### config.mk
export PLATFORM = sky130hd
export DESIGN_NAME = ebi_read_responder
export DESIGN_NICKNAME = d
export VERILOG_FILES = /design/src/rtl/ebi_pkg.sv /design/src/rtl/ebi_sync.sv /design/src/rtl/ebi_read_responder.sv
export SDC_FILE = /design/constraint.sdc
export NUM_CORES = 1
export LEC_CHECK = 0
export CAP_MARGIN = 20
export CORE_MARGIN = 2
export CORE_UTILIZATION = 55
export CTS_BUF_LIST = sky130_fd_sc_hd__clkbuf_8
export CTS_CLUSTER_SIZE = 25
export DETAILED_ROUTE_END_ITERATION = 8
export PLACE_DENSITY = 0.89
export SYNTH_ARGS = -nofsm -noshare
export SYNTH_HDL_FRONTEND = slang
export SYNTH_SLANG_ARGS = --single-unit
### constraint.sdc
create_clock -name clk -period 4.3 [get_ports clk]
set_clock_uncertainty 0.15 [all_clocks]
set_input_delay 0.86 -clock clk [delete_from_list [all_inputs] [get_ports clk]]
set_output_delay 0.86 -clock clk [all_outputs]
set_load 0.1 [all_outputs]
### src/rtl/ebi_pkg.sv
// Shared types and constants for the EBI read responder.
package ebi_pkg;
    typedef enum logic [1:0] {IDLE, STATUS, FETCH, DRIVE} ebi_rd_state_t;

    localparam logic [2:0]  STATUS_BANK = 3'd7;

    localparam logic [2:0]  REG_LINE   = 3'd0;
    localparam logic [2:0]  REG_VBLANK = 3'd1;
    localparam logic [2:0]  REG_FRAME  = 3'd2;
    localparam logic [2:0]  REG_FLAGS  = 3'd3;
    localparam logic [2:0]  REG_ID     = 3'd4;

    localparam logic [15:0] EBI_ID = 16'h4D4E;
endpackage

### src/rtl/ebi_sync.sv
// Two-flop synchroniser for asynchronous EBI inputs, with a configurable reset value.
module ebi_sync #(
    parameter int              WIDTH   = 1,
    parameter logic [WIDTH-1:0] RST_VAL = '0
) (
    input  logic             clk,
    input  logic             reset,
    input  logic [WIDTH-1:0] i_d,
    output logic [WIDTH-1:0] o_q
);
    logic [WIDTH-1:0] r_meta;
    logic [WIDTH-1:0] r_sync;

    always_ff @(posedge clk) begin
        if (reset) begin
            r_meta <= RST_VAL;
            r_sync <= RST_VAL;
        end else begin
            r_meta <= i_d;
            r_sync <= r_meta;
        end
    end

    assign o_q = r_sync;
endmodule

### src/rtl/ebi_read_responder.sv
// Serves MCU read cycles on the multiplexed EBI bus in the pixel clock domain.
// Bank 7 reads come from local status registers; other banks go to the memory read port.
module ebi_read_responder
    import ebi_pkg::*;
#(
    parameter int          MAX_WAIT     = 8,
    parameter logic [15:0] TIMEOUT_DATA = 16'hDEAD,
    parameter int          CORDW        = 10
) (
    input  logic             clk,
    input  logic             reset,
    input  logic [15:0]      ebi_ad_in,
    input  logic             ebi_ale,
    input  logic             ebi_re,
    input  logic [2:0]       bank_select,
    output logic [15:0]      ebi_ad_out,
    output logic             ebi_ad_oe,
    input  logic [CORDW-1:0] sy,
    input  logic             vblank,
    input  logic             frame_tick,
    output logic             mem_rd_req,
    output logic [2:0]       mem_rd_bank,
    output logic [14:0]      mem_rd_addr,
    input  logic [15:0]      mem_rd_data,
    input  logic             mem_rd_valid,
    output logic             busy
);
    localparam int WAIT_W = $clog2(MAX_WAIT + 1);

    logic [1:0]  w_ctl_s;
    logic [18:0] w_dat_s;
    logic        w_ale_s, w_re_s;
    logic        w_ale_fall, w_re_fall, w_re_rise, w_abort;
    logic        w_unused_ad15;
    logic        r_ale_d, r_re_d;
    logic [14:0] r_addr;
    logic [2:0]  r_bank;

    ebi_rd_state_t     r_state, w_state_nxt;
    logic [WAIT_W-1:0] r_wait, w_wait_nxt;
    logic [15:0]       r_ad_out, w_ad_nxt;
    logic              r_oe, w_oe_nxt;
    logic              r_req, w_req_nxt;
    logic [2:0]        r_rd_bank;
    logic [14:0]       r_rd_addr;

    logic [15:0] r_frame_count;
    logic        r_vblank_d, r_vblank_seen, r_late_read;
    logic        w_flags_clr, w_late_set;
    logic [15:0] w_status_data;

    // RE idles high, so its synchroniser resets high to avoid a false read start.
    ebi_sync #(.WIDTH(2), .RST_VAL(2'b01)) u_sync_ctl (
        .clk   (clk),
        .reset (reset),
        .i_d   ({ebi_ale, ebi_re}),
        .o_q   (w_ctl_s)
    );

    ebi_sync #(.WIDTH(19), .RST_VAL(19'd0)) u_sync_dat (
        .clk   (clk),
        .reset (reset),
        .i_d   ({bank_select, ebi_ad_in}),
        .o_q   (w_dat_s)
    );

    assign w_ale_s       = w_ctl_s[1];
    assign w_re_s        = w_ctl_s[0];
    assign w_unused_ad15 = w_dat_s[15];
    assign w_ale_fall    = r_ale_d & ~w_ale_s;
    assign w_re_fall     = r_re_d & ~w_re_s;
    assign w_re_rise     = ~r_re_d & w_re_s;
    assign w_abort       = w_re_rise | w_ale_fall;

    always_ff @(posedge clk) begin
        if (reset) begin
            r_ale_d <= 1'b0;
            r_re_d  <= 1'b1;
            r_addr  <= '0;
            r_bank  <= '0;
        end else begin
            r_ale_d <= w_ale_s;
            r_re_d  <= w_re_s;
            if (w_ale_fall) begin
                r_addr <= w_dat_s[14:0];
                r_bank <= w_dat_s[18:16];
            end
        end
    end

    always_comb begin
        w_status_data = 16'h0000;
        case (r_addr[2:0])
            REG_LINE:   w_status_data = 16'(sy);
            REG_VBLANK: w_status_data = {15'b0, vblank};
            REG_FRAME:  w_status_data = r_frame_count;
            REG_FLAGS:  w_status_data = {14'b0, r_late_read, r_vblank_seen};
            REG_ID:     w_status_data = EBI_ID;
            default:    w_status_data = 16'h0000;
        endcase
    end

    always_comb begin
        w_state_nxt = r_state;
        w_wait_nxt  = r_wait;
        w_ad_nxt    = r_ad_out;
        w_oe_nxt    = r_oe;
        w_req_nxt   = 1'b0;
        w_flags_clr = 1'b0;
        w_late_set  = 1'b0;
        case (r_state)
            IDLE: begin
                if (w_re_fall) begin
                    if (r_bank == STATUS_BANK) begin
                        w_state_nxt = STATUS;
                    end else begin
                        w_req_nxt   = 1'b1;
                        w_wait_nxt  = '0;
                        w_state_nxt = FETCH;
                    end
                end
            end
            STATUS: begin
                if (w_abort) begin
                    w_oe_nxt    = 1'b0;
                    w_state_nxt = IDLE;
                end else begin
                    w_ad_nxt    = w_status_data;
                    w_oe_nxt    = 1'b1;
                    w_flags_clr = (r_addr[2:0] == REG_FLAGS);
                    w_state_nxt = DRIVE;
                end
            end
            FETCH: begin
                if (w_abort) begin
                    w_oe_nxt    = 1'b0;
                    w_state_nxt = IDLE;
                end else if (mem_rd_valid) begin
                    w_ad_nxt    = mem_rd_data;
                    w_oe_nxt    = 1'b1;
                    w_state_nxt = DRIVE;
                end else if (r_wait == WAIT_W'(MAX_WAIT)) begin
                    w_ad_nxt    = TIMEOUT_DATA;
                    w_oe_nxt    = 1'b1;
                    w_late_set  = 1'b1;
                    w_state_nxt = DRIVE;
                end else begin
                    w_wait_nxt = r_wait + 1'b1;
                end
            end
            DRIVE: begin
                if (w_re_rise) begin
                    w_oe_nxt    = 1'b0;
                    w_state_nxt = IDLE;
                end
            end
            default: begin
                w_oe_nxt    = 1'b0;
                w_state_nxt = IDLE;
            end
        endcase
    end

    always_ff @(posedge clk) begin
        if (reset) begin
            r_state   <= IDLE;
            r_wait    <= '0;
            r_ad_out  <= '0;
            r_oe      <= 1'b0;
            r_req     <= 1'b0;
            r_rd_bank <= '0;
            r_rd_addr <= '0;
        end else begin
            r_state  <= w_state_nxt;
            r_wait   <= w_wait_nxt;
            r_ad_out <= w_ad_nxt;
            r_oe     <= w_oe_nxt;
            r_req    <= w_req_nxt;
            if (w_req_nxt) begin
                r_rd_bank <= r_bank;
                r_rd_addr <= r_addr;
            end
        end
    end

    // Set events take priority over the clear caused by reading the flags register.
    always_ff @(posedge clk) begin
        if (reset) begin
            r_frame_count <= '0;
            r_vblank_d    <= 1'b0;
            r_vblank_seen <= 1'b0;
            r_late_read   <= 1'b0;
        end else begin
            r_vblank_d <= vblank;
            if (frame_tick)
                r_frame_count <= r_frame_count + 16'd1;
            if (vblank && !r_vblank_d)
                r_vblank_seen <= 1'b1;
            else if (w_flags_clr)
                r_vblank_seen <= 1'b0;
            if (w_late_set)
                r_late_read <= 1'b1;
            else if (w_flags_clr)
                r_late_read <= 1'b0;
        end
    end

    assign ebi_ad_out  = r_ad_out;
    assign ebi_ad_oe   = r_oe;
    assign mem_rd_req  = r_req;
    assign mem_rd_bank = r_rd_bank;
    assign mem_rd_addr = r_rd_addr;
    assign busy        = (r_state != IDLE);
endmodule

==> results.txt <==
- The initial utilization of the core area, before any placement, comes to 0.566.
- Dividing the final minimum period by the clock period gives 0.814.
- The routed design could run at a clock period as short as 3.50 ns.
- Dpl cells: just under 700
- Synth unique cells: between 50 and 60
- Of the total power, the share spent switching nets is 0.389.
* IO buf count: between 80 and 90
* Cell area after synthesis: approximately 4600 um^2
* Post-CTS clock slew at the launch and capture registers of the worst setup and hold paths: ~0.080 ns
- Across every metal layer, demand over resource in global routing totals 0.244.
* Horiz. Die Dim: approximately 96 um
- Share of async-settable or async-resettable flops after synthesis: 0
- 0 antenna diodes ended up in the layout.
- In this run the post-CTS setup repair buffer count came out at 0.
- Among all flip-flop cells after synthesis, the most frequent one is sky130_fd_sc_hd__dfxtp_1.
- Via count: 3930
- Core area: approximately 8200 um^2
* Hold bufs inserted after CTS: 0
* Total die area: 9160 um^2
* # rows: 33
* Worst setup SP type: register
* Synth Register Bits: 121
- The worst register-to-register path begins at r_state[0].
- Slack of the worst reg-to-reg path: 1.56 ns
- The share of total power dissipated in the clock network is 0.316.
- The number of nets handed over by synthesis was 582.
- Setup repair after global routing left no endpoint under its margin.
- Hpwl dp: approximately 7000 um
* Critical path required time: approximately 3.3 ns
- Summed over all failing endpoints, the final setup total negative slack is 0 ns.
- Post-synth EDFFs: 0
* Total DRC errors in the routed layout: 0
- Antenna violations before repair: 1
* CTS tree: done
- Static timing analysis puts the maximum clock frequency at between 0.2 and 0.3 GHz.
- Setup-violating endpoint count in the final report: 0
- The tree built by TritonCTS fans out to around 120 sinks.
* Worst Path Arrival: roughly 2.5 ns
* Syn_area_per_cell: roughly 8.8 um^2
- The number of slew-limit violations in the final report was 0.
* Result of the run: complete, no violations
- Yosys printed 0 warnings.
- Routed length per instance: roughly 15 um
- The share of total power dissipated in sequential elements is 0.365.
- Growth of design area from synthesis to finish: 28.8%
- Number of global-route vias before repair: 3649
- For this design the static power due to leakage is between 2 and 2.5 nW.
- Maximum number of pins on one net before global-route repair: around 120
* Cells after Synth: about 520
- VDD sags by at most around 230 uV.
- H-tree depth reported by CTS: 4
- The worst hold path begins at u_sync_dat.r_meta[18].
- The pre-antenna-repair detailed-routing pass consisted of 5 iterations.
- Slew at the pin with the worst max-slew slack: about 1.0 ns
- In this run the worst path has a maximum fanout of 7.
* Terminating pin of the worst hold path: u_sync_dat.o_q[18]
- Headroom to the max-slew limit came out at 0.308.
- Buffer levels on the longest clock path: 2
- The congestion estimate from routability-driven global placement came to around 0.83.
* Count of filler cells inserted in the layout: between 500 and 600
* Overflow left after global routing: 0
- The cell sitting at the root of the clock tree is a sky130_fd_sc_hd__clkbuf_8.
* Max cap viols: 0
* Finished Layout Cells: about 720
* Worst Hold Path Cells: 1
- The detail route stage leaves a number of antenna-violating nets equal to 0.
- Wire length after detailed routing: 10800 um
* Share of total power in combinational logic: 0.319
- Final #Nets: about 660
- Sequential share of the synthesized area: 0.524
* Worst Reg-to-Reg Cells: 6
- STA classifies the critical path endpoint as a primary output.
- Post_cts resized: 0
- First-pass GRT wire length: about 17000 um
- Across the whole layout, storage elements account for approximately 2400 um^2.
- Clock insertion delay at the later pin of the skew report: about 0.42 ns
- In the final layout, the share of cells above drive strength 1 is 0.0802.
- By startpoint and endpoint, the worst setup path is classified as reg -> out.
* CTS buffer count: 17
- Power Internal: 2.11 mW
- In this run the count of I/O pins placed on the die edge is 89.
- The hold violation count in the final report is 0.
- In the final layout, the multi-input gates occupy roughly 2000 um^2.
- End of the worst register-to-register path: ebi_ad_out[2]
- The floorplan step set the die height to ~96 um.
* Type of the worst min-delay path: reg -> reg
- Net switching component of the power: 1.34 mW
- Pwr dens: 579 nW/um^2
* Iteration-0 DRC Markers: between 300 and 400
* Vias per cell: between 5 and 6
-- cells in the mapped netlist (2+ instances only) --
library cell / count / area (um^2)
sky130_fd_sc_hd__dfxtp_1: 121 / 2420
sky130_fd_sc_hd__nand2_1: 94 / 353
sky130_fd_sc_hd__a21oi_1: 61 / 305
sky130_fd_sc_hd__nor2b_1: 47 / 294
sky130_fd_sc_hd__nor2_1: 38 / 143
sky130_fd_sc_hd__clkbuf_1: 24 / 90.1
sky130_fd_sc_hd__nor3_1: 11 / 55.1
sky130_fd_sc_hd__a211oi_1: 10 / 75.1
sky130_fd_sc_hd__xor2_1: 9 / 78.8
sky130_fd_sc_hd__ha_1: 7 / 87.6
sky130_fd_sc_hd__nand2b_1: 7 / 43.8
sky130_fd_sc_hd__inv_1: 6 / 22.5
sky130_fd_sc_hd__mux2i_1: 6 / 60.1
sky130_fd_sc_hd__o21ai_0: 6 / 30.0
sky130_fd_sc_hd__o221ai_1: 6 / 52.6
sky130_fd_sc_hd__buf_2: 5 / 25.0
sky130_fd_sc_hd__nand3_1: 5 / 25.0
sky130_fd_sc_hd__nand4_1: 5 / 31.3
sky130_fd_sc_hd__o211ai_1: 5 / 37.5
sky130_fd_sc_hd__or3_1: 5 / 31.3
sky130_fd_sc_hd__xnor2_1: 4 / 35.0
sky130_fd_sc_hd__buf_1: 3 / 11.3
sky130_fd_sc_hd__o21ai_1: 3 / 15.0
sky130_fd_sc_hd__or2_2: 3 / 18.8
sky130_fd_sc_hd__a2111oi_0: 2 / 17.5
sky130_fd_sc_hd__a22oi_1: 2 / 15.0
sky130_fd_sc_hd__buf_4: 2 / 15.0
sky130_fd_sc_hd__o22ai_1: 2 / 12.5
sky130_fd_sc_hd__or3_2: 2 / 15.0
-- final cells by class --
type	instances	area share
clock buffers	18	0.0416
flip-flops and latches	121	0.407
multi-input cells	360	0.340
clock inverters	14	0.0309
repair buffers	91	0.154
well taps	105	0.0221
inverters	7	0.00441
-- worst max-delay path, stage by stage (launching register included) --
cell and delay [ns]:
sky130_fd_sc_hd__dfxtp_1 0.37, sky130_fd_sc_hd__inv_1 0.10, sky130_fd_sc_hd__ha_1 0.29, sky130_fd_sc_hd__inv_2 0.15, sky130_fd_sc_hd__clkdlybuf4s50_1 1.15
-- through the flow --
step           setup slack [ns]  utilization  total power [mW]  instance area [um^2]  hold slack (ns)
2_1_floorplan              1.98            -              2.11                  4620            0.239
3_3_place_gp               1.27        0.672              2.34                  5500            0.245
3_5_place_dp               1.20        0.672              2.37                  5500            0.244
4_1_cts                   0.799        0.725              3.45                  5930            0.288
5_1_grt                   0.737        0.729              3.58                  5960            0.291
6_report                  0.801        0.729              3.45                  5960            0.288
-- cell usage in the layout, fill, tap and decap left out, drive strengths merged, types with 2 or more instances in the layout --
cell	count
dfxtp	121
nand2	94
clkdlybuf4s50	86
a21oi	61
nor2b	47
nor2	38
clkbuf	18
inv	13
nor3	11
a211oi	10
o21ai	10
xor2	9
nand2b	7
ha	7
or3	7
mux2i	6
o221ai	6
nand4	6
nand3	5
o211ai	5
buf	5
xnor2	4
or2	4
clkinv	4
bufinv	3
o22ai	2
a22oi	2
a2111oi	2
nor4	2
-- worst max-delay path by stage --
stage               cells after the start         start  slack, ns           endpoint
floorplan                               7    frame_tick       1.98  r_frame_count[15]
global placement                        6    frame_tick       1.27  r_frame_count[15]
detailed placement                      6  mem_rd_valid       1.20      ebi_ad_out[9]
CTS                                     4    r_state[0]       0.80               busy
global route                            4    r_state[0]       0.74               busy
finish                                  4    r_state[0]       0.80               busy
-- metal layers --
layer / share of wire / GRT usage
met1: 0.41 / 0.299
met2: 0.51 / 0.399
met3: 0.051 / 0.0601
met4: 0.020 / 0.120
met5: 0.0012 / 0
-- sequential cells by signal, summed over array words and instances, names as in the netlist --
register	cells
u_sync_ctl.o_q	2
r_re_d	1
u_sync_ctl.r_meta	2
u_sync_dat.r_meta	18
u_sync_dat.o_q	18
ebi_ad_out	16
r_state	2
mem_rd_req	1
r_vblank_seen	1
ebi_ad_oe	1
r_late_read	1
r_wait	4
r_frame_count	16
mem_rd_addr	15
mem_rd_bank	3
r_ale_d	1
r_bank	3
r_addr	15
r_vblank_d	1
-- kinds of logic (layout without fill, tap and decap cells) --
| family | count (synthesis) | in the layout | synth area share |
|---|---|---|---|
| XOR/XNOR | 13 | 13 | 0.0246 |
| adder cells (fa/ha/maj) | 7 | 7 | 0.0189 |
| multiplexers | 8 | 8 | 0.0203 |
| flip-flops | 121 | 121 | 0.524 |
| buffers and inverters | 42 | 130 | 0.0387 |
| AND/OR/NAND/NOR | 229 | 229 | 0.242 |
| AO/OA/AOI/OAI | 103 | 103 | 0.132 |
-- power groups by stage --
stage,Clock [mW],Combinational [mW],Sequential (mW)
2_1_floorplan,0,0.439,1.67
3_3_place_gp,0,1.06,1.28
4_1_cts,1.10,1.09,1.26
3_5_place_dp,0,1.08,1.29
5_1_grt,1.15,1.15,1.27
6_report,1.09,1.10,1.26
No activity file was read; power rests on OpenSTA's default activity.
